[src/rtl/qed_fetch_adapter.sv]
// rtl/qed_fetch_adapter.sv - QED instruction-fetch adapter: source FIFO, packed SLOTS-wide fetch responses
module qed_fetch_adapter #(
    parameter int          SLOTS = 2,
    parameter int          DEPTH = 4,
    parameter logic [31:0] NOP   = 32'h00000013
) (
    input  logic                  clk,
    input  logic                  rst,
    input  logic [31:0]           src_instr_i,
    input  logic                  src_valid_i,
    output logic                  src_stall_o,
    input  logic                  fill_mode_i,
    input  logic                  mem_i_rd_i,
    input  logic                  mem_i_flush_i,
    input  logic                  mem_i_invalidate_i,
    input  logic [31:0]           mem_i_pc_i,
    output logic                  mem_i_accept_o,
    output logic                  mem_i_valid_o,
    output logic                  mem_i_error_o,
    output logic [SLOTS*32-1:0]   mem_i_inst_o,
    output logic [31:0]           pend_pc_o,
    output logic [31:0]           issued_cnt_o
);

    // Pointer width is kept at least one bit so DEPTH=1 still elaborates;
    // the mask then forces the single-entry pointer to stay at zero.
    localparam int              PW      = (DEPTH > 1) ? $clog2(DEPTH) : 1;
    localparam int              CW      = $clog2(DEPTH + 1);
    localparam logic [PW-1:0]   PMASK   = PW'(DEPTH - 1);
    localparam logic [CW-1:0]   SLOTS_C = CW'(SLOTS);
    localparam logic [CW-1:0]   DEPTH_C = CW'(DEPTH);

    typedef enum logic {
        IDLE = 1'b0,
        PEND = 1'b1
    } state_t;

    // FIFO storage and bookkeeping
    logic [31:0]         fifo_mem [DEPTH];
    logic [PW-1:0]       wr_ptr;
    logic [PW-1:0]       rd_ptr;
    logic [CW-1:0]       count;
    logic [CW-1:0]       count_next;

    // Request FSM and registered outputs
    state_t              state;
    logic                accept_q;
    logic                valid_q;
    logic [SLOTS*32-1:0] inst_q;
    logic [31:0]         pend_pc_q;
    logic [31:0]         issued_q;

    // Per-cycle decode
    logic                push;
    logic                cancel;
    logic                ready;
    logic                issue;
    logic [CW-1:0]       take;
    logic [SLOTS*32-1:0] packed_word;

    // Full is decoded from the registered count only, so a same-cycle pop
    // never opens room for a same-cycle push.
    assign src_stall_o = (count == DEPTH_C);
    assign push        = src_valid_i && !src_stall_o;
    assign cancel      = mem_i_flush_i || mem_i_invalidate_i;

    // Decide how many entries an issue would take and whether it may issue now
    always_comb begin
        take  = (count >= SLOTS_C) ? SLOTS_C : count;
        ready = fill_mode_i ? (count != '0) : (count >= SLOTS_C);
        issue = (state == PEND) && ready && !cancel;
    end

    // Build the response word: oldest entry in slot 0, NOP in unfilled slots
    always_comb begin
        packed_word = '0;
        for (int i = 0; i < SLOTS; i++) begin
            if (CW'(i) < take) begin
                packed_word[i*32 +: 32] = fifo_mem[(rd_ptr + PW'(i)) & PMASK];
            end else begin
                packed_word[i*32 +: 32] = NOP;
            end
        end
    end

    // Occupancy update: push and pop are independent, pop size is 'take'
    always_comb begin
        count_next = count + CW'(push);
        if (issue) begin
            count_next = count_next - take;
        end
    end

    // FIFO data array; contents need no reset because count gates every read
    always_ff @(posedge clk) begin
        if (push) begin
            fifo_mem[wr_ptr] <= src_instr_i;
        end
    end

    // FIFO pointers and occupancy; reset discards everything buffered
    always_ff @(posedge clk) begin
        if (rst) begin
            wr_ptr <= '0;
            rd_ptr <= '0;
            count  <= '0;
        end else begin
            if (push) begin
                wr_ptr <= (wr_ptr + PW'(1)) & PMASK;
            end
            if (issue) begin
                rd_ptr <= (rd_ptr + PW'(take)) & PMASK;
            end
            count <= count_next;
        end
    end

    // Request FSM: accept in IDLE, wait for data in PEND, flush cancels without popping
    always_ff @(posedge clk) begin
        if (rst) begin
            state     <= IDLE;
            accept_q  <= 1'b1;
            valid_q   <= 1'b0;
            inst_q    <= '0;
            pend_pc_q <= '0;
            issued_q  <= '0;
        end else begin
            valid_q <= 1'b0;
            case (state)
                IDLE: begin
                    // A flush alongside a new request drops that request.
                    if (mem_i_rd_i && !cancel) begin
                        pend_pc_q <= mem_i_pc_i;
                        state     <= PEND;
                        accept_q  <= 1'b0;
                    end
                end
                PEND: begin
                    if (cancel) begin
                        state    <= IDLE;
                        accept_q <= 1'b1;
                    end else if (issue) begin
                        state    <= IDLE;
                        accept_q <= 1'b1;
                        valid_q  <= 1'b1;
                        inst_q   <= packed_word;
                        issued_q <= issued_q + 32'(take);
                    end
                end
                default: begin
                    state    <= IDLE;
                    accept_q <= 1'b1;
                end
            endcase
        end
    end

    assign mem_i_accept_o = accept_q;
    assign mem_i_valid_o  = valid_q;
    assign mem_i_error_o  = 1'b0;
    assign mem_i_inst_o   = inst_q;
    assign pend_pc_o      = pend_pc_q;
    assign issued_cnt_o   = issued_q;

endmodule

[config.mk]
export PLATFORM = sky130hd
export DESIGN_NAME = qed_fetch_adapter
export DESIGN_NICKNAME = d
export VERILOG_FILES = /design/src/rtl/qed_fetch_adapter.sv
export SDC_FILE = /design/constraint.sdc
export NUM_CORES = 1
export LEC_CHECK = 0
export BUFFER_PORTS_ARGS = -buffer_cell sky130_fd_sc_hd__buf_4
export CORE_MARGIN = 2
export CORE_UTILIZATION = 50
export DETAILED_ROUTE_END_ITERATION = 8
export PLACE_DENSITY = 0.76
export SKIP_LAST_GASP = 1
export SYNTH_ARGS = -nofsm -noshare
export SYNTH_HDL_FRONTEND = slang
export SYNTH_SLANG_ARGS = --single-unit
export TNS_END_PERCENT = 10
[constraint.sdc]
create_clock -name clk -period 2.5 [get_ports clk]
set_clock_uncertainty 0.05 [all_clocks]
set_input_delay 0.5 -clock clk [delete_from_list [all_inputs] [get_ports clk]]
set_output_delay 0.5 -clock clk [all_outputs]
set_load 0.03 [all_outputs]
==> out/qor.csv, run 1 <==
metric,value,unit
cts.sinks,266,
ios,203,
vdd_drop_max,0.0004739,V
start_util,51.17,%
clockBufferDepth,3,
detail-route-antenna-nets,0,
fmax,425.0,MHz
yosysWarnings,0,
synthMuxAreaShare,13.93,%
final_common_cell,buf_4,
synth_top_family_by_area,multiplexers,
period_needed,2.353,ns
synth_xor_area_share,0.4046,%
htreeDepth,1,
std_cell_rows,53,
placed_area,0.01277,mm^2
drt_drc_violations_left,0,
synth-adder-area-share,1.526,%
die_w,151.1,um
clock_latency,0.52,ns
crit_required,2.90,ns
finalPower,9.039,mW
syn-mean-instance-area,12.62,um^2
clk_pin_slew,0.06,ns
endpoint_kind,flip-flop,
period_share,94.13,%
hpwl,16.49,mm
core,0.02115,mm^2
post-place-ws,0.1491,ns
critPathMaxFanout,14,
cts_tree,yes,
synth_ff_type,dfxtp_1,
die_area,0.02284,mm^2
first_global_vias,7304,
setup_viol,0,
synth_area_leaders,"edfxtp_1 (36%), dfxtp_1 (26%), mux4_2 (13%), nand2_1 (5.1%), a21oi_1 (4.3%)",
layout_common_cells,"buf_4 (219), nand2_1 (147), dfxtp_1 (136)",
yosys.area_share.simple,12.10,%
synth_edf_count,128,
crit_path_start_kind,flip-flop,
synth_largest_area_cell,edfxtp_1,
p_per_area,665.2,mW/mm^2
status,"finished, final reports clean",
synth.ff_latch_count,266,
tns,0,ns
syn_inst,858,
grt_use_total,21.70,%
drive_gt1_share,32.40,%
via_per_inst,5.707,
critical_path_class,flip-flop to flip-flop,
hold_viol_final,0,
antenna_found_initial,1,
grt_pass1_wl,38.87,mm
root_buffer,clkbuf_16,
hold_path_class,input port to flip-flop,
fin_area,0.01359,mm^2
cp_data_arrival_time,2.76,ns
gp_congestion,0.8079,
drtIter0Drc,435,
ys_seq_area_share,61.03,%
ys_types,44,
maxSlewViolCount,0,
syn_to_final_growth,25.55,%
drt-total-wl,25.25,mm
routedWlPerCell,18.70,um
rsz0062_at_grt,yes,
synth-compound-area-share,8.184,%
num_vias,7705,
fin_ws,0.1468,ns
grt_max_degree,67,
synth-async-reset-ratio,0,%
maxCapViolCount,0,
synthesis.area,0.01082,mm^2
power.leakage,4.900,nW
gr-total-overflow,0,
firstDrtPassIters,4,
post-cts-setup-buffers,0,
yosysTopAreaCellShare,35.51,%
io_buffer_count,201,
syn_nets,941,
whs,0.1225,ns
cts_made_buffers,27,
nNetsFinal,1137,
die_y,151.1,um
power by group:
part	switching, mW	total [mW]	internal (mW)
sequential	0.0612	4.77	4.70
clock	1.57	3.73	2.17
combinational	0.292	0.540	0.248
layout make-up:
| class | count | area (um^2) |
|---|---|---|
| timing repair buffer | 229 | 1844 |
| antenna | 1 | 2.502 |
| inverter | 9 | 33.78 |
| sequential | 266 | 6611 |
| clock inverter | 7 | 58.81 |
| tap | 275 | 344.1 |
| fill | 1597 | 7565 |
| clock buffer | 42 | 755.7 |
| multi-input combinational | 521 | 3939 |
stage by stage:
| stage | instances | utilization [%] |
|---|---|---|
| floorplan | 858 | - |
| global placement | 1300 | 60.38 |
| detailed placement | 1300 | 60.38 |
| CTS | 1349 | 64.23 |
| global route | 1349 | 64.23 |
| finish | 1350 | 64.24 |
cells by family after synthesis:
| logic type | after synthesis |
|---|---|
| and+or+nand+nor | 281 |
| DFF | 266 |
| AOI/OAI and AO/OA | 152 |
| buffers and inverters | 71 |
| muxes | 70 |
| adders and majority gates | 12 |
| xor gates and xnor gates | 5 |
| other | 1 |
final timing paths:
path                            startpoint                       endpoint  slack [ns]  cells past startpoint
max reg2reg            count[2]$_SDFF_PP0_  issued_cnt_o[27]$_SDFFE_PP0P_        0.15                      8
max                    count[2]$_SDFF_PP0_  issued_cnt_o[27]$_SDFFE_PP0P_        0.15                      8
min                        src_instr_i[13]      fifo_mem[0][13]$_DFFE_PP_        0.12                      1
min reg2reg  mem_i_inst_o[25]$_SDFFE_PP0P_  mem_i_inst_o[25]$_SDFFE_PP0P_        0.40                      2
worst max-delay path, stage by stage, from the launching register on:
cell	delay, ns
dfxtp_1	0.30
or2_2	0.30
buf_4	0.16
ha_1	0.27
a21o_1	0.14
nand4_1	0.20
buf_4	0.25
or4_1	0.47
a21oi_1	0.15
state kept, by name (all words and copies together), names as in the netlist, 2 cells and up:
name and flops:
count 3, fifo_mem 128, issued_cnt_o 32, mem_i_inst_o 64, pend_pc_o 32, rd_ptr 2
wr_ptr 2
per-layer routing:
| metal | GRT usage, % | part of all wire (%) | routed length [um] | up-vias |
|---|---|---|---|---|
| li1 | - | - | - | 3585 |
| met1 | 29.10 | 41 | 10250 | 3787 |
| met2 | 36.43 | 49 | 12310 | 293 |
| met3 | 4.277 | 8.6 | 2184 | 40 |
| met4 | 5.888 | 2.0 | 505 | 0 |
| met5 | 0 | 0 | 0 | - |
timing repair:
item	in CTS	in global routing
hold buffers	0	0
gates resized for setup	0	0
endpoints found under the hold margin	0	0
endpoints found under the setup margin	0	4
synth_stat cells, types with 2 or more instances:
library cell and n:
a211oi_1 2, a21oi_1 94, a22oi_1 29, and2_1 8, and3_1 3, and4_1 5, buf_1 12, buf_2 16
buf_4 2, clkbuf_1 31, dfxtp_1 138, edfxtp_1 128, fa_1 2, ha_1 10, inv_1 9, mux2_2 5
mux4_2 64, nand2_1 148, nand3_1 9, nand4_1 12, nor2_1 51, nor2b_1 5, nor3_1 5, nor4_1 3
o21ai_0 9, o31ai_1 15, or3_1 8, or4_1 16, xnor2_1 2, xor2_1 3
Power figures use the tool's default switching activity.
==> run 2: changes to the inputs <==
Settings changed: CORE_UTILIZATION 50 to 45, PLACE_DENSITY 0.76 to 0.69.
==> run 2 against run 1 <==
Compared with the run above:
- clock power up 15%
- first-iteration DRC count is 26% higher
- highest routed layer unchanged
- largest power group unchanged
- critical endpoint is now issued_cnt_o[21]$_SDFFE_PP0P_
- total power rose by 6.0%
- register-to-register slack worse by 0.03 ns
- sequential share of layout area decreased by 0.74 points
==> out/qor.csv, run 2 (synthesis gave the netlist of run 1 again) <==
metric,value,unit
status,"finished, final reports clean",
detail-route-antenna-nets,0,
nNetsFinal,1142,
core,0.02354,mm^2
fill_cells,1932,
max_slew_margin,56.65,%
period_needed,2.380,ns
crit_required,2.92,ns
fmax,420.1,MHz
power.leakage,4.984,nW
firstDrtPassIters,5,
whs,0.1105,ns
hold_path_class,input port to flip-flop,
final_common_cell,buf_4,
gp_congestion,0.7719,
hpwl,16.34,mm
die_area,0.02531,mm^2
fin_ws,0.1196,ns
multi_input_area,0.003953,mm^2
die_y,159.1,um
io_buffer_count,201,
worst_pin_slew,0.6503,ns
root_buffer,clkbuf_16,
clock_latency,0.53,ns
layout_common_cells,"buf_4 (227), nand2_1 (147), dfxtp_1 (136)",
drt-total-wl,25.02,mm
cts.sinks,266,
routedWlPerCell,17.86,um
register_area,0.006614,mm^2
maxCapViolCount,0,
die_w,159.1,um
setup_viol,0,
num_vias,7709,
cts_tree,yes,
maxSlewViolCount,0,
antenna_found_initial,1,
clockBufferDepth,3,
largest_reg_flops,128,
via_per_inst,5.502,
grt_pass1_wl,39.92,mm
ios,203,
vdd_drop_max,0.0006704,V
use_met2,32.59,%
grt_use_met3,4.298,%
critPathMaxFanout,14,
top_register,fifo_mem,
drive_gt1_share,33.77,%
cts_made_buffers,28,
cp_data_arrival_time,2.80,ns
gr-total-overflow,0,
crit_path_start_kind,flip-flop,
grt_busiest_layer,met2,
grt_use_total,19.32,%
drtIter0Drc,548,
critical_path_class,flip-flop to flip-flop,
p_per_area,694.1,mW/mm^2
grt_use_met1,25.66,%
htreeDepth,1,
start_util,45.98,%
stdcell_count,1401,
std_cell_rows,56,
grt_max_degree,67,
finalPower,9.582,mW
hold_viol_final,0,
post-place-ws,0.1369,ns
period_share,95.21,%
dp_cells,1346,
syn_to_final_growth,27.55,%
fin_area,0.01381,mm^2
drt_drc_violations_left,0,
first_global_vias,7576,
endpoint_kind,flip-flop,
placed_area,0.01279,mm^2
clk_pin_slew,0.06,ns
[run 2: report_power, final]
part,internal (mW),switching (mW),total (mW)
logic,0.243,0.288,0.531
registers,4.70,0.0587,4.76
clock network,2.65,1.64,4.29
total,7.59,1.99,9.58
[run 2: final cells by class]
type	instances	share of cell area, %
antenna	1	0.01813
clock buffer	41	6.127
clock inverter	11	0.9697
inverter	9	0.2447
multi-input combinational	521	28.63
sequential	266	47.91
tap	319	2.891
timing repair buffer	233	13.21
[run 2: what timing repair did]
item,CTS,global route
endpoints found under the hold margin,0,0
endpoints found under the setup margin,0,4
resized for setup,0,4
hold buffers,0,0
buffers inserted,0,2
[run 2: critical path: stages, from the launching register on]
cell     delay, ns
dfxtp_1       0.31
or2_2         0.31
buf_4         0.17
ha_1          0.27
a21o_1        0.12
nand4_1       0.20
buf_4         0.25
or4_1         0.47
a21oi_1       0.15
[run 2: per-stage QoR]
step | util (%) | TNS (ns)
global route | 58.63 | -0.001535
floorplan | - | 0
global placement | 54.35 | 0
CTS | 58.51 | 0
finish | 58.64 | 0
detailed placement | 54.35 | 0
[run 2: path summary, 6_finish.rpt]
kind / depth (start not counted) / slack [ns] / start / end
setup / recovery: 8 / 0.12 / count[2]$_SDFF_PP0_ / issued_cnt_o[21]$_SDFFE_PP0P_
setup reg to reg: 8 / 0.12 / count[2]$_SDFF_PP0_ / issued_cnt_o[21]$_SDFFE_PP0P_
hold reg to reg: 2 / 0.40 / pend_pc_o[11]$_SDFFE_PP0P_ / pend_pc_o[11]$_SDFFE_PP0P_
hold / removal: 1 / 0.11 / src_instr_i[17] / fifo_mem[2][17]$_DFFE_PP_
[run 2: layer usage]
metal / share of wire, % / vias up / wire length (um)
li1: - / 3592 / -
met1: 42 / 3794 / 10470
met2: 48 / 298 / 12020
met3: 8.8 / 25 / 2200
met4: 1.3 / 0 / 325
met5: 0 / - / 0
